--- src/rtl/ftdi_cmd_writer_if.sv ---
// Byte-FIFO read side and memory write port of the FTDI command writer.
// master = the command writer, slave = the FIFO / memory environment.
interface ftdi_cmd_writer_if #(
  parameter int DATA_BYTES = 2,
  parameter int AW         = 25
);
  logic [7:0]              in_data;
  logic                    in_valid;
  logic                    in_rd;
  logic                    mem_idle;
  logic                    mem_ack;
  logic                    mem_wr_req;
  logic [AW-1:0]           mem_wr_addr;
  logic [8*DATA_BYTES-1:0] mem_wr_data;

  modport master (
    input  in_data, in_valid, mem_idle, mem_ack,
    output in_rd, mem_wr_req, mem_wr_addr, mem_wr_data
  );

  modport slave (
    output in_data, in_valid, mem_idle, mem_ack,
    input  in_rd, mem_wr_req, mem_wr_addr, mem_wr_data
  );
endinterface

--- src/rtl/ftdi_cmd_writer.sv ---
// Framed USB command parser issuing one memory write per payload word.
// Optional FILL command (SIG_WRITE+1) is enabled by defining FTDI_CMD_FILL_EN.
module ftdi_cmd_writer #(
  parameter int          DATA_BYTES = 2,
  parameter int          AW         = 25,
  parameter int          LW         = 16,
  parameter logic [15:0] SIG_WRITE  = 16'hAA55
) (
  input  logic                 mem_clk,
  input  logic                 rst,
  ftdi_cmd_writer_if.master    bus,
  output logic                 busy,
  output logic                 cmd_done,
  output logic [7:0]           sync_err_cnt
);

  localparam int DW = 8 * DATA_BYTES;

  typedef enum logic [1:0] {HDR, ADDR, DATA, WRITE} state_t;

  state_t          state, state_nxt;
  logic [23:0]     win;
  logic [1:0]      win_cnt;
  logic [1:0]      byte_cnt;
  logic [LW-1:0]   len_reg;
  logic [LW-1:0]   word_cnt;
  logic [AW-1:0]   addr_reg;
  logic [DW-1:0]   data_reg;
  logic            req;

  logic [31:0]     cand;
  logic            win_full;
  logic            sig_hit;
  logic            take;
  logic            field_last;
  logic            ack_take;
  logic            last_word;
`ifdef FTDI_CMD_FILL_EN
  logic            fill_hit;
  logic            fill_cmd;
`endif

  always_comb begin
    cand       = {bus.in_data, win};
    win_full   = (win_cnt == 2'd3);
    sig_hit    = win_full && (cand[31:16] == SIG_WRITE);
`ifdef FTDI_CMD_FILL_EN
    fill_hit   = win_full && (cand[31:16] == SIG_WRITE + 16'd1);
`endif
    take       = 1'b0;
    case (state)
      HDR:        take = bus.in_valid & bus.mem_idle;
      ADDR, DATA: take = bus.in_valid;
      default:    take = 1'b0;
    endcase
    field_last = (state == ADDR) ? (byte_cnt == 2'd3) : (byte_cnt == 2'(DATA_BYTES - 1));
    ack_take   = req & bus.mem_ack;
    last_word  = (word_cnt == len_reg - LW'(1));

    state_nxt  = state;
    case (state)
      HDR: begin
`ifdef FTDI_CMD_FILL_EN
        if (take && (sig_hit || fill_hit)) state_nxt = ADDR;
`else
        if (take && sig_hit) state_nxt = ADDR;
`endif
      end
      ADDR: if (take && field_last) state_nxt = (len_reg == '0) ? HDR : DATA;
      DATA: if (take && field_last) state_nxt = WRITE;
      WRITE: begin
        if (ack_take) begin
`ifdef FTDI_CMD_FILL_EN
          // FILL reuses the captured word, so it never returns to DATA
          state_nxt = last_word ? HDR : (fill_cmd ? WRITE : DATA);
`else
          state_nxt = last_word ? HDR : DATA;
`endif
        end
      end
      default: state_nxt = HDR;
    endcase
  end

  always_ff @(posedge mem_clk or negedge rst) begin
    if (!rst) state <= HDR;
    else      state <= state_nxt;
  end

  always_ff @(posedge mem_clk or negedge rst) begin
    if (!rst) begin
      win          <= '0;
      win_cnt      <= '0;
      byte_cnt     <= '0;
      len_reg      <= '0;
      word_cnt     <= '0;
      addr_reg     <= '0;
      data_reg     <= '0;
      req          <= 1'b0;
      cmd_done     <= 1'b0;
      sync_err_cnt <= '0;
`ifdef FTDI_CMD_FILL_EN
      fill_cmd     <= 1'b0;
`endif
    end else begin
      cmd_done <= 1'b0;
      case (state)
        HDR: begin
          if (take) begin
            win <= cand[31:8];
            if (!win_full) win_cnt <= win_cnt + 2'd1;
            if (state_nxt == ADDR) begin
              len_reg  <= cand[LW-1:0];
              byte_cnt <= '0;
              win_cnt  <= '0;
`ifdef FTDI_CMD_FILL_EN
              fill_cmd <= fill_hit;
`endif
            end else if (win_full && sync_err_cnt != 8'hFF) begin
              sync_err_cnt <= sync_err_cnt + 8'd1;
            end
          end
        end
        ADDR: begin
          // address bytes reuse the window shifter; the last byte completes it
          if (take) begin
            win      <= cand[31:8];
            byte_cnt <= byte_cnt + 2'd1;
            if (field_last) begin
              addr_reg <= cand[AW-1:0];
              byte_cnt <= '0;
              word_cnt <= '0;
              if (len_reg == '0) begin
                cmd_done <= 1'b1;
                win_cnt  <= '0;
              end
            end
          end
        end
        DATA: begin
          if (take) begin
            data_reg[{byte_cnt, 3'b000} +: 8] <= bus.in_data;
            byte_cnt <= field_last ? 2'd0 : byte_cnt + 2'd1;
            if (field_last) req <= 1'b1;
          end
        end
        WRITE: begin
          if (ack_take) begin
            req      <= 1'b0;
            addr_reg <= addr_reg + AW'(1);
            word_cnt <= word_cnt + LW'(1);
            if (last_word) begin
              cmd_done <= 1'b1;
              win_cnt  <= '0;
            end
          end else if (!req) begin
            req <= 1'b1;
          end
        end
        default: req <= 1'b0;
      endcase
    end
  end

  assign bus.in_rd       = take;
  assign bus.mem_wr_req  = req;
  assign bus.mem_wr_addr = addr_reg;
  assign bus.mem_wr_data = data_reg;
  assign busy            = (state != HDR);

endmodule

--- src/flat_wrapper.sv ---
// flat-port wrapper written by rule: the top's interface ports become plain ports
module ftdi_cmd_writer_flat 
#(
  parameter int          DATA_BYTES = 2,
  parameter int          AW         = 25,
  parameter int          LW         = 16,
  parameter logic [15:0] SIG_WRITE  = 16'hAA55
)
  (mem_clk, rst, busy, cmd_done, sync_err_cnt, bus_in_data, bus_in_valid, bus_mem_idle, bus_mem_ack, bus_in_rd, bus_mem_wr_req, bus_mem_wr_addr, bus_mem_wr_data);
  ftdi_cmd_writer_if #(.DATA_BYTES(DATA_BYTES), .AW(AW)) bus_i ();
  input  logic mem_clk;
  input  logic rst;
  output logic busy;
  output logic cmd_done;
  output logic [7:0] sync_err_cnt;
  input wire logic [$bits(bus_i.in_data)-1:0] bus_in_data;
  input wire logic [$bits(bus_i.in_valid)-1:0] bus_in_valid;
  input wire logic [$bits(bus_i.mem_idle)-1:0] bus_mem_idle;
  input wire logic [$bits(bus_i.mem_ack)-1:0] bus_mem_ack;
  output wire logic [$bits(bus_i.in_rd)-1:0] bus_in_rd;
  output wire logic [$bits(bus_i.mem_wr_req)-1:0] bus_mem_wr_req;
  output wire logic [$bits(bus_i.mem_wr_addr)-1:0] bus_mem_wr_addr;
  output wire logic [$bits(bus_i.mem_wr_data)-1:0] bus_mem_wr_data;
  assign bus_i.in_data = bus_in_data;
  assign bus_i.in_valid = bus_in_valid;
  assign bus_i.mem_idle = bus_mem_idle;
  assign bus_i.mem_ack = bus_mem_ack;
  assign bus_in_rd = bus_i.in_rd;
  assign bus_mem_wr_req = bus_i.mem_wr_req;
  assign bus_mem_wr_addr = bus_i.mem_wr_addr;
  assign bus_mem_wr_data = bus_i.mem_wr_data;
  ftdi_cmd_writer #(.DATA_BYTES(DATA_BYTES), .AW(AW), .LW(LW), .SIG_WRITE(SIG_WRITE)) u_core (.mem_clk(mem_clk), .rst(rst), .bus(bus_i), .busy(busy), .cmd_done(cmd_done), .sync_err_cnt(sync_err_cnt));
endmodule
--- config.mk ---
export PLATFORM = sky130hd
export DESIGN_NAME = ftdi_cmd_writer_flat
export DESIGN_NICKNAME = d
export VERILOG_FILES = /design/src/rtl/ftdi_cmd_writer_if.sv /design/src/rtl/ftdi_cmd_writer.sv /design/src/flat_wrapper.sv
export SDC_FILE = /design/constraint.sdc
export NUM_CORES = 1
export LEC_CHECK = 0
export CAP_MARGIN = 0
export CELL_PAD_IN_SITES_DETAIL_PLACEMENT = 1
export CELL_PAD_IN_SITES_GLOBAL_PLACEMENT = 1
export CORE_MARGIN = 2
export CORE_UTILIZATION = 35
export CTS_CLUSTER_SIZE = 25
export DETAILED_ROUTE_END_ITERATION = 8
export PLACE_DENSITY = 0.7
export SETUP_SLACK_MARGIN = 0.05
export SLEW_MARGIN = 5
export SYNTH_ARGS = -nofsm -noshare
export SYNTH_HDL_FRONTEND = slang
export SYNTH_SLANG_ARGS = --single-unit
--- constraint.sdc ---
create_clock -name mem_clk -period 5.05 [get_ports mem_clk]
set_input_delay 1.01 -clock mem_clk [delete_from_list [all_inputs] [get_ports mem_clk]]
set_output_delay 1.01 -clock mem_clk [all_outputs]
set_load 0.02 [all_outputs]
**Word level (Yosys, flattened, before mapping)**

Cells that the tools add are included.

- $add $sub $neg: 7
- Eq/ne operators: 21
- Shifts and indexed selects: 2
- Muxes and demuxes: 42
- Bitwise logic cells: 3
- Reduce and logical (&&, ||, !) cells: 21

Operators with widths:

| kind | number |
|---|---|
| 25-bit two-way mux | 3 |
| 25-bit case mux with 2 select lines | 1 |
| 16-bit two-way mux | 3 |
| 2-bit two-way mux | 18 |
| 16-bit case mux with 2 select lines | 1 |
| 25-bit by 1-bit adder with 25-bit output (second input constant) | 1 |
| 16-bit by 1-bit adder with 16-bit output (second input constant) | 1 |
| 16-bit bitwise mux | 1 |
| 16-bit == test | 1 |
| 16-bit == test (second input constant) | 1 |
| 16-bit zero test | 1 |
| 8-bit by 7-bit variable shift with 16-bit output (first input constant) | 1 |
| 8-bit by 7-bit variable part select with 16-bit output | 1 |
| 16-bit by 1-bit subtractor with 16-bit output (second input constant) | 1 |
| 2-bit by 1-bit inequality test with 1-bit output (second input constant) | 6 |
| 4-bit AND reduction | 3 |
| 1-bit two-way mux | 9 |
| 8-bit by 1-bit adder with 8-bit output (second input constant) | 1 |
| 2-bit == test (second input constant) | 4 |
| 2-bit inequality test (second input constant) | 4 |
| 8-bit inequality test (second input constant) | 1 |
| 2-bit case mux with 4 select lines | 1 |
| 8-bit AND reduction | 1 |
| 2-bit nonzero test | 4 |
| other kinds (15) | 27 |

- Flip-flop bits (word level): 113
- Input port bits: 13
- Output and inout bits: 53
- Word-level logic and storage cells: 107

**Logic depth before layout (Yosys ltp)**

- Depth in word-level cells: 10
- Gate-level depth with buffers: 11

**Least setup slack after synthesis**

Ideal clock, no wire load.

- Path type: in2reg
- Start: input port bus_in_data[6]
- End: register u_core.len_reg[10]
- Arrival time: 2.980 ns
- Data required time: 4.925 ns
- Path slack: 1.945 ns
- Cell stages on the path: 8
- Cell sequence: nor4b_1 -> nand2_1 -> o41ai_1 -> o211ai_1 -> or3_1 -> buf_2 -> buf_4 -> mux2_2

- Cells in the longest elaborated chain, start to end: 7

Ends and longest elaborated chain:

| what | line | text |
|---|---|---|
| from (decl) | flat_wrapper.sv:16 | `input wire logic [$bits(bus_i.in_data)-1:0] bus_in_data;` |
| 16-bit == test | ftdi_cmd_writer.sv:46 | `sig_hit = win_full && (cand[31:16] == SIG_WRITE);` |
| 1-bit logical AND | ftdi_cmd_writer.sv:46 |  |
| 1-bit logical AND | ftdi_cmd_writer.sv:66 | `if (take && sig_hit) state_nxt = ADDR;` |
| 2-bit two-way mux | ftdi_cmd_writer.sv:66 |  |
| 2-bit case mux with 4 select lines | ftdi_cmd_writer.sv:61 | `case (state)` |
| 2-bit by 1-bit == test with 1-bit output | ftdi_cmd_writer.sv:112 | `if (state_nxt == ADDR) begin` |
| 3-bit AND reduction (no source line) | -- |  |
| to (signal assigned) | ftdi_cmd_writer.sv:113 | `len_reg <= cand[LW-1:0];` |
| to (decl) | ftdi_cmd_writer.sv:25 | `logic [LW-1:0] len_reg;` |

Every way passes these cells.
A chain may end at the register's enable or synchronous reset.

**Final worst setup path**

- Start: input port bus_in_valid
- End: output port bus_in_rd

- Cells in the longest elaborated chain, start to end: 2

Ends and longest elaborated chain:

| what | line | text |
|---|---|---|
| from (decl) | flat_wrapper.sv:17 | `input wire logic [$bits(bus_i.in_valid)-1:0] bus_in_valid;` |
| 1-bit AND | ftdi_cmd_writer.sv:52 | `HDR: take = bus.in_valid & bus.mem_idle;` |
| 1-bit case mux with 2 select lines * | ftdi_cmd_writer.sv:51 | `case (state)` |
| to (decl) | flat_wrapper.sv:20 | `output wire logic [$bits(bus_i.in_rd)-1:0] bus_in_rd;` |

Every way passes the cells marked *; elsewhere a longest branch is shown, timed or not.

==> run_results.csv <==
group,metric,value,unit
power,ir_drop,0.281,mV
cts,post_cts_buffers,0,
power,p_leak,0.00307,µW
cts,clockBufferDepth,2,
power,p_switching,1640,µW
drt,via_count,4960,
sta,min_period,3.74,ns
floorplanning,fp.dieW,134,µm
drt,drc,0,
grt,grt_use_total,0.205,
cts,clockRootBuffer,"clkbuf_16",
sta,clock_skew,0.00653,ns
cts,cts_tree,"built",
worst_setup_path,start_kind,"input port",
final_layout,drive_above_1_share,0.129,
logic_synthesis,synth.net_count,631,
cts,cts.sinks,113,
sta,finalMaxSlewViolations,0,
worst_hold_path,hold_class,"flip-flop to flip-flop",
worst_setup_path,path_max_fanout,6,
logic_synthesis,async_flop_share,1.00,
final_layout,nFillCells,1898,
worst_setup_path,rr_worst_depth,7,
power,switching_share,0.372,
power,power_frac_comb,0.340,
final_layout,diodes,0,
floorplanning,core-area,16600,µm²
worst_hold_path,min_path_cells,2,
worst_setup_path,required,4.04,ns
sta,slew_headroom,0.185,
drt,via_per_inst,5.50,
sta,setup_viol,0,
floorplanning,num_rows,47,
placed_design,dp_slack,0.980,ns
cts,htreeDepth,4,
drt,wl,17200,µm
final_layout,syn2layout_area_growth,25.0,%
floorplanning,die_y,134,µm
grt,grt_max_degree,82,
logic_synthesis,synth_cell_types,57,
logic_synthesis,ys_warn_count,0,
sta,whs,0.488,ns
logic_synthesis,yosysSeqAreaShare,0.477,
logic_synthesis,ys.flop_type,"dfrtp_1",
floorplanning,dieArea,18000,µm²
sta,finalCritPeriodShare,0.740,
power,p_int,2770,µW
drt,ant_nets,0,
drt,wl_per_cell,19.1,µm
cts,ctsHoldBuffers,0,
cts,cts_resized,0,
final_layout,fin_nets,693,
placed_design,routabilityCongestion,0.824,
final_layout,largest_reg_flops,25,
worst_setup_path,crit_type,"input port to output port",
outcome,status,"finished, final reports clean",
placed_design,post_dp_cell_area,6780,µm²
logic_synthesis,syn-cell-area,5930,µm²
worst_setup_path,cp-end-kind,"output port",
power,clkPwrFrac,0.295,
sta,hold_viol_final,0,
worst_setup_path,worstPathArrival,2.73,ns
grt,grt_pass1_vias,5312,
sta,finalWorstSetupSlack,1.31,ns
sta,worst_pin_slew,1.22,ns
final_layout,design_area,7410,µm²
floorplanning,ios,66,
cts,clkSlewWorstSetupHoldPaths,0.06,ns
sta,fmax,268,MHz
drt,drt_iter0_markers,273,
logic_synthesis,synth_cells,607,
grt,grt-ovfl-total,0,
logic_synthesis,synth_edf_count,0,
power,p_per_area,595,nW/µm²
logic_synthesis,yosys_register_bits,113,
run,drv_cap,0,
grt,grt_pass1_wl,28800,µm
grt,antenna_found_initial,0,
placed_design,portBuffers,65,
cts,cts_inserted_buffers,17,
power,sequentialPowerShare,0.365,
cts,clock_latency,0.42,ns
logic_synthesis,avgSynthCellArea,9.77,µm²
floorplanning,floorplan.initialDensity,0.358,
placed_design,place_hpwl,12200,µm
sta,grt_setup_unrepaired,"no",
drt,first_pass_iters,6,
sta,setup_tns,0,ns
[synthesized netlist by cell type, drive strengths merged, types with 3 or more instances]
library cell | instances | share of area
dfrtp | 113 | 0.48
nand2 | 75 | 0.047
o21ai | 52 | 0.044
mux2 | 42 | 0.080
nor2 | 35 | 0.022
nand3 | 33 | 0.028
a21oi | 26 | 0.022
xnor2 | 21 | 0.031
clkbuf | 20 | 0.013
inv | 20 | 0.013
xor2 | 19 | 0.028
nor3 | 13 | 0.011
or3 | 12 | 0.013
ha | 11 | 0.023
nand4 | 10 | 0.011
nor4 | 9 | 0.0095
a22oi | 7 | 0.0089
buf | 7 | 0.0072
mux2i | 7 | 0.012
and3 | 6 | 0.0063
a31oi | 5 | 0.0053
a21o | 4 | 0.0051
a32oi | 4 | 0.0059
nand2b | 4 | 0.0042
nor2b | 4 | 0.0042
nor3b | 4 | 0.0059
o211a | 4 | 0.0068
o22ai | 4 | 0.0042
a211o | 3 | 0.0044
and4 | 3 | 0.0044
or4 | 3 | 0.0044
[layer usage]
layer  up-vias  wire length (µm)  global-route usage
li1       2306                 -                   -
met3        25               397              0.0435
met2        66              8850               0.351
met1      2563              7680               0.259
met5         -                 0                   0
met4         0               299              0.0632
[critical path, cell delays in order]
cell             delay [ns]
clkdlybuf4s50_1        0.50
nor2b_1                0.21
nand2_1                0.19
inv_1                  0.17
clkdlybuf4s50_1        0.64
[through the flow]
| step | total power, µW | util | cells |
|---|---|---|---|
| floorplan | 2520 | - | 607 |
| global placement | 3040 | 0.409 | 870 |
| detailed placement | 3110 | 0.409 | 870 |
| CTS | 4440 | 0.447 | 902 |
| global route | 4670 | 0.447 | 902 |
| finish | 4410 | 0.447 | 902 |
[power groups by stage]
stage	Clock (µW)	Combinational, µW	Sequential [µW]
2_1_floorplan	0	952	1560
3_3_place_gp	0	1430	1610
3_5_place_dp	0	1490	1620
4_1_cts	1320	1510	1610
5_1_grt	1360	1640	1660
6_report	1300	1500	1610
[path summary, 6_finish.rpt]
check,from,to,slack (ns)
worst max-delay path,bus_in_valid,bus_in_rd,1.31
worst min-delay path,u_core.win_cnt[1],u_core.win_cnt[1],0.49
worst min register to register,u_core.win_cnt[1],u_core.win_cnt[1],0.49
worst max register to register,u_core.state[0],u_core.len_reg[11],1.47
max in group asynchronous,rst,u_core.bus.mem_wr_addr[15],3.21
min in group asynchronous,rst,u_core.word_cnt[7],0.76
[kinds of logic (layout without fill, tap and decap cells)]
logic type               after synthesis  in the layout  synth area share
XOR/XNOR                              40             40            0.0591
AO/OA/AOI/OAI                        127            127             0.134
buffers and inverters                 47            122            0.0325
flip-flops                           113            113             0.477
AND/OR/NAND/NOR                      220            220             0.183
adder cells (fa/ha/maj)               11             11            0.0232
multiplexers                          49             49            0.0916
[area by class of cell]
cell class / instances / area, µm² / share of cell area
clock buffer: 19 / 453 / 0.0611
timing repair buffer: 70 / 686 / 0.0925
clock inverter: 13 / 183 / 0.0246
inverter: 20 / 75.1 / 0.0101
tap: 220 / 275 / 0.0371
sequential: 113 / 2830 / 0.381
multi-input combinational: 447 / 2910 / 0.393
[cells in the final DEF (no fill, tap or decap), types with 5 or more instances in the layout]
| master | count |
|---|---|
| a21oi_1 | 26 |
| a22oi_1 | 7 |
| a31oi_1 | 5 |
| and3_1 | 6 |
| buf_4 | 6 |
| clkbuf_16 | 17 |
| clkdlybuf4s50_1 | 64 |
| dfrtp_1 | 113 |
| ha_1 | 11 |
| inv_1 | 20 |
| mux2_2 | 42 |
| mux2i_1 | 7 |
| nand2_1 | 75 |
| nand3_1 | 33 |
| nand4_1 | 10 |
| nor2_1 | 34 |
| nor3_1 | 13 |
| nor4_1 | 9 |
| o21ai_0 | 51 |
| or3_1 | 12 |
| xnor2_1 | 21 |
| xor2_1 | 19 |
(Power assumes the default switching activity.)
